===== src/rtl/imem_loader.sv =====
// imem_loader: byte-stream program loader for the core's instruction memory.
//
// Receives a framed byte stream (SYNC_BYTE, LEN_LO, LEN_HI, N*4 data bytes,
// little-endian words), writes each assembled word to instruction memory and
// keeps the core in reset for the duration of the load.
//
// Optional feature (macro IMEM_LOADER_CHECKSUM_EN): a trailing checksum byte,
// the XOR of all data bytes, is expected after the data field (also after an
// empty data field). A mismatch rejects the frame; words already written stay
// in memory.
//
// Stream handshake: a byte transfers on a rising clk edge where
// in_valid && in_ready are both high. in_ready is a registered output that is
// computed from the next FSM state, so it is already low during the WRITE
// and DONE cycles, and the producer may hold in_valid high at any time.
//
// All outputs come straight from flops.

module imem_loader #(
    parameter int          ADDR_W    = 8,
    parameter logic [31:0] BASE_ADDR = 32'h0000_0000,
    parameter logic [7:0]  SYNC_BYTE = 8'hA5
) (
    input  logic        clk,
    input  logic        rst,
    input  logic        in_valid,
    input  logic [7:0]  in_data,
    output logic        in_ready,
    output logic        imem_we,
    output logic [31:0] imem_addr,
    output logic [31:0] imem_wdata,
    output logic        cpu_rst,
    output logic        busy,
    output logic        done,
    output logic        err
);

    // Largest accepted word count; a larger N would run past the memory.
    localparam logic [31:0] DEPTH = 32'd1 << ADDR_W;

    typedef enum logic [2:0] {
        S_IDLE  = 3'd0,
        S_LEN0  = 3'd1,
        S_LEN1  = 3'd2,
        S_DATA  = 3'd3,
        S_WRITE = 3'd4,
`ifdef IMEM_LOADER_CHECKSUM_EN
        S_CSUM  = 3'd5,
`endif
        S_DONE  = 3'd6
    } state_e;

    // State entered once the data field is complete (or empty).
`ifdef IMEM_LOADER_CHECKSUM_EN
    localparam state_e S_TAIL = S_CSUM;
`else
    localparam state_e S_TAIL = S_DONE;
`endif

    // FSM state
    state_e      state_q, state_d;

    // Frame bookkeeping
    logic [15:0] len_q, len_d;             // word count N
    logic [15:0] word_idx_q, word_idx_d;   // index of the word being assembled
    logic [1:0]  byte_idx_q, byte_idx_d;   // byte position within the word
    logic [23:0] word_q, word_d;           // lower three bytes of the word

`ifdef IMEM_LOADER_CHECKSUM_EN
    logic [7:0]  csum_q, csum_d;           // running XOR of data bytes
`endif

    // Registered outputs
    logic        in_ready_q, in_ready_d;
    logic        imem_we_q, imem_we_d;
    logic [31:0] imem_addr_q, imem_addr_d;
    logic [31:0] imem_wdata_q, imem_wdata_d;
    logic        cpu_rst_q, cpu_rst_d;
    logic        busy_q, busy_d;
    logic        done_q, done_d;
    logic        err_q, err_d;

    // Helper terms
    logic        accept;       // a byte transfers at the coming edge
    logic [15:0] len_full;     // N as seen while LEN_HI is on in_data
    logic        len_too_big;  // N exceeds memory depth
    logic        last_word;    // the word being written is the final one

    assign accept      = in_valid && in_ready_q;
    assign len_full    = {in_data, len_q[7:0]};
    assign len_too_big = ({16'd0, len_full} > DEPTH);
    assign last_word   = ((word_idx_q + 16'd1) == len_q);

    // State register
    always_ff @(posedge clk or negedge rst) begin
        if (!rst) begin
            state_q <= S_IDLE;
        end else begin
            state_q <= state_d;
        end
    end

    // Next-state logic: framing decisions
    always_comb begin
        state_d = state_q;
        case (state_q)
            S_IDLE: begin
                if (accept && (in_data == SYNC_BYTE)) begin
                    state_d = S_LEN0;
                end
            end
            S_LEN0: begin
                if (accept) begin
                    state_d = S_LEN1;
                end
            end
            S_LEN1: begin
                if (accept) begin
                    if (len_full == 16'd0) begin
                        state_d = S_TAIL;
                    end else if (len_too_big) begin
                        state_d = S_IDLE;
                    end else begin
                        state_d = S_DATA;
                    end
                end
            end
            S_DATA: begin
                if (accept && (byte_idx_q == 2'd3)) begin
                    state_d = S_WRITE;
                end
            end
            S_WRITE: begin
                state_d = last_word ? S_TAIL : S_DATA;
            end
`ifdef IMEM_LOADER_CHECKSUM_EN
            S_CSUM: begin
                if (accept) begin
                    state_d = (in_data == csum_q) ? S_DONE : S_IDLE;
                end
            end
`endif
            S_DONE: begin
                state_d = S_IDLE;
            end
            default: begin
                state_d = S_IDLE;
            end
        endcase
    end

    // Output and datapath logic: next values of every registered output
    always_comb begin
        len_d        = len_q;
        word_idx_d   = word_idx_q;
        byte_idx_d   = byte_idx_q;
        word_d       = word_q;
`ifdef IMEM_LOADER_CHECKSUM_EN
        csum_d       = csum_q;
`endif
        imem_addr_d  = imem_addr_q;
        imem_wdata_d = imem_wdata_q;
        cpu_rst_d    = cpu_rst_q;
        busy_d       = busy_q;
        done_d       = done_q;
        err_d        = err_q;

        // Handshake and write strobe follow the state being entered.
        in_ready_d = (state_d != S_WRITE) && (state_d != S_DONE);
        imem_we_d  = (state_d == S_WRITE);

        case (state_q)
            S_IDLE: begin
                // Start of frame: hold the core and clear the sticky flags.
                if (accept && (in_data == SYNC_BYTE)) begin
                    busy_d    = 1'b1;
                    cpu_rst_d = 1'b0;
                    done_d    = 1'b0;
                    err_d     = 1'b0;
`ifdef IMEM_LOADER_CHECKSUM_EN
                    csum_d    = 8'd0;
`endif
                end
            end
            S_LEN0: begin
                if (accept) begin
                    len_d[7:0] = in_data;
                end
            end
            S_LEN1: begin
                if (accept) begin
                    len_d[15:8] = in_data;
                    word_idx_d  = 16'd0;
                    byte_idx_d  = 2'd0;
                    // Oversized image: reject, the core stays held in reset.
                    if (len_too_big) begin
                        err_d  = 1'b1;
                        busy_d = 1'b0;
                    end
                end
            end
            S_DATA: begin
                if (accept) begin
                    byte_idx_d = byte_idx_q + 2'd1;
`ifdef IMEM_LOADER_CHECKSUM_EN
                    csum_d     = csum_q ^ in_data;
`endif
                    case (byte_idx_q)
                        2'd0: word_d[7:0]   = in_data;
                        2'd1: word_d[15:8]  = in_data;
                        2'd2: word_d[23:16] = in_data;
                        default: begin
                            // Final byte completes the word; present it with
                            // its address during the WRITE cycle.
                            imem_wdata_d = {in_data, word_q};
                            imem_addr_d  = BASE_ADDR + {14'd0, word_idx_q, 2'b00};
                        end
                    endcase
                end
            end
            S_WRITE: begin
                word_idx_d = word_idx_q + 16'd1;
            end
`ifdef IMEM_LOADER_CHECKSUM_EN
            S_CSUM: begin
                // Checksum mismatch: reject without rolling back memory.
                if (accept && (in_data != csum_q)) begin
                    err_d  = 1'b1;
                    busy_d = 1'b0;
                end
            end
`endif
            default: begin
            end
        endcase

        // Successful completion releases the core.
        if (state_d == S_DONE) begin
            done_d    = 1'b1;
            busy_d    = 1'b0;
            cpu_rst_d = 1'b1;
        end
    end

    // Datapath and output registers
    always_ff @(posedge clk or negedge rst) begin
        if (!rst) begin
            len_q        <= 16'd0;
            word_idx_q   <= 16'd0;
            byte_idx_q   <= 2'd0;
            word_q       <= 24'd0;
`ifdef IMEM_LOADER_CHECKSUM_EN
            csum_q       <= 8'd0;
`endif
            in_ready_q   <= 1'b0;
            imem_we_q    <= 1'b0;
            imem_addr_q  <= BASE_ADDR;
            imem_wdata_q <= 32'd0;
            cpu_rst_q    <= 1'b1;
            busy_q       <= 1'b0;
            done_q       <= 1'b0;
            err_q        <= 1'b0;
        end else begin
            len_q        <= len_d;
            word_idx_q   <= word_idx_d;
            byte_idx_q   <= byte_idx_d;
            word_q       <= word_d;
`ifdef IMEM_LOADER_CHECKSUM_EN
            csum_q       <= csum_d;
`endif
            in_ready_q   <= in_ready_d;
            imem_we_q    <= imem_we_d;
            imem_addr_q  <= imem_addr_d;
            imem_wdata_q <= imem_wdata_d;
            cpu_rst_q    <= cpu_rst_d;
            busy_q       <= busy_d;
            done_q       <= done_d;
            err_q        <= err_d;
        end
    end

    assign in_ready   = in_ready_q;
    assign imem_we    = imem_we_q;
    assign imem_addr  = imem_addr_q;
    assign imem_wdata = imem_wdata_q;
    assign cpu_rst    = cpu_rst_q;
    assign busy       = busy_q;
    assign done       = done_q;
    assign err        = err_q;

endmodule


===== config.mk =====
export PLATFORM = sky130hd
export DESIGN_NAME = imem_loader
export DESIGN_NICKNAME = d
export VERILOG_FILES = /design/src/rtl/imem_loader.sv
export SDC_FILE = /design/constraint.sdc
export NUM_CORES = 1
export LEC_CHECK = 0
export BUFFER_PORTS_ARGS = -buffer_cell sky130_fd_sc_hd__buf_2
export CAP_MARGIN = 20
export CELL_PAD_IN_SITES_DETAIL_PLACEMENT = 1
export CELL_PAD_IN_SITES_GLOBAL_PLACEMENT = 2
export CORE_ASPECT_RATIO = 0.5
export CORE_MARGIN = 2
export CORE_UTILIZATION = 35
export CTS_BUF_LIST = sky130_fd_sc_hd__clkbuf_4
export DETAILED_ROUTE_END_ITERATION = 12
export GPL_ROUTABILITY_DRIVEN = 1
export GPL_TIMING_DRIVEN = 0
export PLACE_DENSITY_LB_ADDON = 0.1
export SYNTH_ARGS = -nofsm -noshare
export SYNTH_HDL_FRONTEND = slang
export SYNTH_SLANG_ARGS = --single-unit
export TNS_END_PERCENT = 5

===== constraint.sdc =====
create_clock -name clk -period 2.35 [get_ports clk]
set_input_delay 0.47 -clock clk [delete_from_list [all_inputs] [get_ports clk]]
set_output_delay 0.47 -clock clk [all_outputs]
set_load 0.005 [all_outputs]

==> results of run 1 <==
[power by group through the flow]
stage               Clock [mW]  Sequential (mW)  Combinational (mW)
floorplan                    0             2.09               0.166
global placement             0             2.11               0.272
detailed placement           0             2.11               0.283
CTS                       1.54             2.07               0.290
global route              1.64             2.08               0.337
finish                    1.49             2.07               0.304
[per-stage QoR]
stage          setup TNS (ns)  instances  instance area, um^2  hold WS (ns)
3_5_place_dp           -4.718        739                 6058        0.3843
2_1_floorplan               0        470                 5449        0.1744
6_report                    0        783                 6635        0.3120
4_1_cts               -0.2562        773                 6467        0.2717
5_1_grt              -0.06825        783                 6635        0.3040
3_3_place_gp           -83.75        737                 6020        0.4592
[per-layer routing]
metal / global-route usage [%] / part of all wire (%)
met1: 24.92 / 50
met2: 27.04 / 45
met3: 4.567 / 4.3
met4: 6.640 / 1.4
met5: 0 / 0
[worst register-to-register path, stage by stage, from the launching register on]
cell and delay [ns]:
dfrtp_2 0.45, buf_4 0.14, nand4_4 0.19, or4_1 0.57, a21boi_2 0.17, o22ai_2 0.11, or4_4 0.48, o21ai_2 0.13
[repair_timing]
item                                    4_1_cts  5_1_grt
setup buffers                                 3       10
hold buffers                                  1        0
resized for setup                            21       28
hold endpoints to repair                     33        0
pin swaps                                     4       15
endpoints found under the setup margin       64       55
[layout by cell type, fill, tap and decap left out, types with 3 or more instances in the layout]
cell        count
a21oi_1        14
nand3_1         8
nand2_1        32
clkbuf_2        4
inv_6           4
o21ai_2         3
mux2_2         85
nand2b_1        3
o31ai_1         4
conb_1         16
nand4_1         4
buf_2          66
nor3b_1         3
nor4_1          3
buf_4          29
nor2_1         19
dfrtp_2         6
buf_6           3
clkbuf_1        5
inv_1          10
dfrtp_1       108
ha_1            5
nor3_1          4
o21ai_0        29
o41ai_1         3
clkbuf_4       19
nor4_4          5
clkinvlp_4      4
xor2_1          5
xnor2_1        16
[kinds of logic after synthesis]
kind of cell    count (synthesis)  share of synthesized area (%)
flops                         115                          53.39
xor+xnor                       21                          3.411
other cells                     1                        0.06954
simple gates                  108                          11.23
buf+inv                        47                          4.547
mux                            85                          17.75
compound gates                 72                          8.214
fa+ha+maj                       6                          1.392
[cell type report]
| type | instances | area share [%] |
|---|---|---|
| flip-flops and latches | 115 | 43.50 |
| multi-input cells | 308 | 37.53 |
| plain buffers | 34 | 3.187 |
| clock inverters | 15 | 2.338 |
| repair buffers | 79 | 7.071 |
| inverters | 10 | 0.5657 |
| diodes | 1 | 0.03771 |
| well taps | 204 | 3.847 |
| clock buffers | 17 | 1.923 |
[registers in the layout, indices dropped and copies added, names as in the netlist]
signal,flops
word_q,24
in_ready,1
done,1
len_q,16
cpu_rst,1
imem_wdata,32
busy,1
state_q,3
byte_idx_q,2
imem_we,1
err,1
word_idx_q,16
imem_addr,16
[worst min path at each step]
stage,depth (start not counted),to,slack [ns],startpoint
after detailed placement,1,word_q[5],0.38,rst
after global placement,1,err,0.46,err
after CTS,3,len_q[7],0.27,in_data[7]
after global routing,3,len_q[9],0.30,in_data[1]
final,3,len_q[7],0.31,in_data[7]
after floorplan,0,busy,0.17,rst
==> flow_summary.json, run 1 <==
{
  "regArea_um2": 2887,
  "fp.dieW_um": 179.5,
  "yosysSeqAreaShare_pct": 53.39,
  "yosys_warnings": 0,
  "crit_end": "done",
  "async_flop_share_pct": 100.0,
  "timing.rr.end": "done",
  "worstPathMaxFanout": 6,
  "power.density_nw_per_um2": 582.6,
  "avgViaCountPerCell": 4.941,
  "status": "completed",
  "dp.final_hpwl_um": 9426,
  "gp_congestion": 0.7647,
  "htree_levels": 4,
  "cts_tree": "yes",
  "postRouteAntennaNets": 0,
  "slew_violations": 0,
  "cp.depth": 7,
  "track_usage_pct": 17.92,
  "p_sw_share_pct": 27.77,
  "antenna_found_initial": 1,
  "cts_buffers": 17,
  "rsz0062_at_grt": "true",
  "r2r-start": "word_idx_q[1]",
  "period_needed_ns": 2.310,
  "grt_pass1_vias": 3975,
  "crit_type": "reg -> reg",
  "multi_input_area_um2": 2490,
  "cts.sinks": 115,
  "p_seq_share_pct": 53.6,
  "cts-root-buf": "clkbuf_4",
  "p_leak_nw": 3.311,
  "final_layout_size_suffix_gt1_share_pct": 44.64,
  "max_freq_mhz": 432.8,
  "synth_top_area_share_pct": 52.90,
  "p_int_mw": 2.792,
  "yosysMostFrequentCell": "dfrtp_1",
  "p_switching_mw": 1.073,
  "cp_slowest_cell": "or4_1",
  "wirelength_um": 14030,
  "grt_max_degree": 83,
  "fin_util_pct": 43.61,
  "rr_worst_depth": 7,
  "worstMarginPinSlew_ns": 0.8831,
  "ir_drop_mv": 0.2756,
  "crit_chain": "buf_4 > nand4_4 > or4_1 > a21boi_2 > o22ai_2 > or4_4 > o21ai_2",
  "cp-end-kind": "register",
  "netlist_area_um2": 5393,
  "area.growth.synth_to_final_pct": 23.04,
  "startpoint_type": "register",
  "drc": 0,
  "n_fill_cell": 1690,
  "hold_path.class": "in -> reg",
  "fp-row-count": 32,
  "ys_ff_latch": 115,
  "port-buffer-count": 63,
  "final_hold_viol_count": 0,
  "routedWlPerCell_um": 17.92,
  "cp_slowest_stage_delay_ns": 0.57,
  "grt_pass1_wl_um": 22570,
  "drtPass1Iterations": 4,
  "setup_ws_ns": 0.03959,
  "startpoint": "word_idx_q[1]",
  "cpLargestDelayFamily": "simple AND/OR/NAND/NOR gates",
  "synthCells": 455,
  "pwr-share-clk_pct": 38.6,
  "dp_slack_ns": -0.5604,
  "fp.dieArea_um2": 16480,
  "synth_enable_flop_cells": 0,
  "path_buf_inv": 1,
  "synthFlopType": "dfrtp_1",
  "finalPower_mw": 3.866,
  "die_y_um": 91.77,
  "clockBufferDepth": 2,
  "io_pins": 81,
  "drt-initial-drc-count": 153,
  "maxCapViolations": 0,
  "core_um2": 15210,
  "synthTopCellsByCount": "114 x dfrtp_1, 85 x mux2_2, 33 x nand2_1, 29 x o21ai_0, 21 x nor2_1",
  "grt.overflow.total": 0,
  "arrival_ns": 2.76,
  "required_ns": 2.80,
  "reg2reg_slack_ns": 0.04,
  "max_slew_margin_pct": 41.12,
  "p_comb_share_pct": 7.9,
  "via_count": 3869,
  "skew_ns": 0.02092,
  "syn_avg_cell_area_um2": 11.85,
  "ys_types": 56,
  "synth_area_leaders": "dfrtp_1 53%, mux2_2 18%, o21ai_0 2.7%",
  "setup_viol": 0,
  "clk-insertion-delay-late_ns": 0.53,
  "timing.final.crit_share_pct": 98.32,
  "initial_utilization_pct": 35.44,
  "nets": 582,
  "path_clk_slew_ns": 0.11,
  "netlist.top_cell.by_area": "dfrtp_1"
}
(Power assumes the default switching activity.)
==> run 2, diff against run 1 <==
- ABC_AREA: not set -> 1
- CORE_UTILIZATION: 35 -> 32
==> run 2 against run 1 <==
Against the previous run: core utilization shrank 4.4 points; sequential share of layout area rose by 1.5 points; via count is 13% higher; die area is 7.7% higher; critical path type unchanged; critical endpoint is now busy; largest cell class unchanged; largest power group unchanged; highest routed layer unchanged.
==> flow_summary.json, run 2 <==
{
  "antenna_found_initial": 1,
  "postRouteAntennaNets": 0,
  "netlist_area_um2": 5321,
  "grt_pass1_wl_um": 24520,
  "synthTopCellsByCount": "159 x nand2_1, 114 x dfrtp_1, 78 x o21ai_0, 54 x inv_1, 44 x nand3_1",
  "yosysMostFrequentCell": "nand2_1",
  "final_hold_viol_count": 0,
  "cpLargestDelayFamily": "simple AND/OR/NAND/NOR gates",
  "ys_types": 34,
  "setup_ws_ns": 0.2165,
  "routedWlPerCell_um": 16.13,
  "startpoint_type": "register",
  "synth_area_leaders": "dfrtp_1 54%, nand2_1 11%, o21ai_0 7.3%",
  "p_int_mw": 3.357,
  "cp_slowest_stage_delay_ns": 0.50,
  "rr_worst_depth": 14,
  "max_freq_mhz": 468.7,
  "skew_ns": 0.02031,
  "arrival_ns": 2.56,
  "fin_area_um2": 6397,
  "die_y_um": 95.19,
  "worstHoldPathCells": 3,
  "synth_top_area_share_pct": 53.61,
  "via_count": 4388,
  "rsz0062_at_grt": "true",
  "wirelength_um": 15150,
  "cts.sinks": 115,
  "dp_slack_ns": -0.05231,
  "fp-row-count": 33,
  "syn_avg_cell_area_um2": 8.913,
  "cts-root-buf": "clkbuf_4",
  "setup_viol": 0,
  "drt-initial-drc-count": 159,
  "grt_max_degree": 74,
  "finalPower_mw": 5.036,
  "fp.dieW_um": 186.4,
  "port-buffer-count": 64,
  "dpl_cell_area_um2": 6016,
  "n_fill_cell": 1948,
  "p_sw_share_pct": 33.34,
  "ys_ff_latch": 115,
  "cp-end-kind": "register",
  "dp.final_hpwl_um": 10770,
  "crit_chain": "nand2_1 > nor2_4 > buf_6 > nand2_1 > nand3b_1 > nand2_1 > nor2_1 > nand3_1 > nor2_4 > nand3_2 > nor2_2 > nor2_1 > nor2_1 > nor2_1",
  "required_ns": 2.77,
  "worstPathMaxFanout": 10,
  "pwr-share-clk_pct": 31.5,
  "ir_drop_mv": 0.3436,
  "p_seq_share_pct": 51.1,
  "reg2reg_slack_ns": 0.22,
  "cp_slowest_cell": "dfrtp_1",
  "netlist.top_cell.by_area": "dfrtp_1",
  "tns_ns": 0,
  "yosysSeqAreaShare_pct": 54.10,
  "crit_top_cell": "nor2_1",
  "maxCapViolations": 0,
  "cts_buffers": 17,
  "drc": 0,
  "io_pins": 81,
  "async_flop_share_pct": 100.0,
  "most-common-layout-cells": "158 x nand2_1, 113 x dfrtp_1, 78 x o21ai_0",
  "track_usage_pct": 18.09,
  "p_comb_share_pct": 17.3,
  "period_needed_ns": 2.134,
  "cp.depth": 14,
  "synthFlopType": "dfrtp_1",
  "htree_levels": 4,
  "grt.overflow.total": 0,
  "p_switching_mw": 1.679,
  "gp_congestion": 0.8097,
  "grt_pass1_vias": 4549,
  "slew_violations": 0,
  "fin_util_pct": 39.23,
  "avgViaCountPerCell": 4.673,
  "core_um2": 16310,
  "yosys_warnings": 0,
  "timing.final.crit_share_pct": 90.79,
  "status": "completed",
  "path_buf_inv": 1,
  "final_common_cell": "nand2_1",
  "hold_path.class": "in -> reg",
  "clk-insertion-delay-late_ns": 0.53,
  "largest_reg_flops": 32,
  "max_slew_margin_pct": 57.69,
  "area.growth.synth_to_final_pct": 20.22,
  "path_clk_slew_ns": 0.12,
  "synthCells": 597,
  "synth_enable_flop_cells": 0,
  "clockBufferDepth": 2,
  "cts_tree": "yes",
  "p_leak_nw": 3.198,
  "power.density_nw_per_um2": 787.2,
  "drtPass1Iterations": 5,
  "final_layout_size_suffix_gt1_share_pct": 24.05,
  "crit_type": "reg -> reg",
  "worstMarginPinSlew_ns": 0.6346,
  "nets": 716,
  "fp.dieArea_um2": 17740,
  "initial_utilization_pct": 32.63
}
run 2: logic make-up (layout without fill, tap and decap cells):
group / Yosys count / count (layout) / share of synthesized area [%]
fa+ha+maj: 6 / 6 / 1.411
compound gates: 91 / 91 / 9.029
xor+xnor: 2 / 2 / 0.5878
simple gates: 270 / 271 / 22.15
other cells: 1 / 17 / 0.07047
mux: 24 / 24 / 5.079
flops: 115 / 115 / 54.10
buf+inv: 88 / 186 / 7.571
run 2: per-layer routing:
| metal | vias to the layer above | share of wire [%] | global-route usage (%) | wire, um |
|---|---|---|---|---|
| met1 | 2169 | 52 | 25.37 | 7824 |
| met5 | - | 0 | 0 | 0 |
| met4 | 0 | 0.80 | 5.400 | 121 |
| met3 | 11 | 2.8 | 4.012 | 427 |
| li1 | 2146 | - | - | - |
| met2 | 62 | 45 | 28.20 | 6774 |
run 2: stage by stage:
step	hold WS [ns]	instances
after floorplan	0.1744	612
after global placement	0.4619	903
after detailed placement	0.4216	904
after CTS	0.1654	935
after global routing	0.1956	939
final	0.2139	939
run 2: power groups by stage:
| stage | clock [mW] | sequential, mW | combinational (mW) |
|---|---|---|---|
| after detailed placement | 0 | 2.61 | 0.865 |
| after floorplan | 0 | 2.53 | 0.577 |
| after CTS | 1.64 | 2.58 | 0.871 |
| final | 1.59 | 2.57 | 0.874 |
| after global placement | 0 | 2.61 | 0.833 |
| after global routing | 1.73 | 2.63 | 1.03 |
run 2: layout make-up:
cell class                      instances  area, um^2  area share (%)
Antenna cell                            1       2.502         0.03912
Timing Repair Buffer                   68       379.1           5.926
Sequential cell                       115        2880           45.02
Clock buffer                           17       127.6           1.995
Tap cell                              227       284.0           4.440
Clock inverter                         14       167.7           2.621
Inverter                               57       214.0           3.344
Multi-Input combinational cell        410        2157           33.72
Buffer                                 30       185.2           2.895
run 2: timing repair:
| item | CTS | global route |
|---|---|---|
| cloned | 0 | 1 |
| endpoints found under the hold margin | 41 | 0 |
| resized for setup | 2 | 13 |
| hold buffers | 1 | 0 |
| pin swaps | 0 | 2 |
| buffers inserted | 0 | 2 |
| setup endpoints to repair | 13 | 21 |
run 2: worst register-to-register path, delay by kind of cell, from the launching register on:
family                 cells  cell delay, ns
DFF                        1            0.50
and+or+nand+nor           13            1.38
buffers and inverters      1            0.16
run 2: final timing paths:
check / startpoint / to
min in group asynchronous: rst / imem_wdata[21]
hold / removal: in_data[6] / len_q[14]
hold reg to reg: cpu_rst / cpu_rst
setup reg to reg: word_idx_q[2] / busy
max in group asynchronous: rst / word_idx_q[0]
setup / recovery: word_idx_q[2] / busy
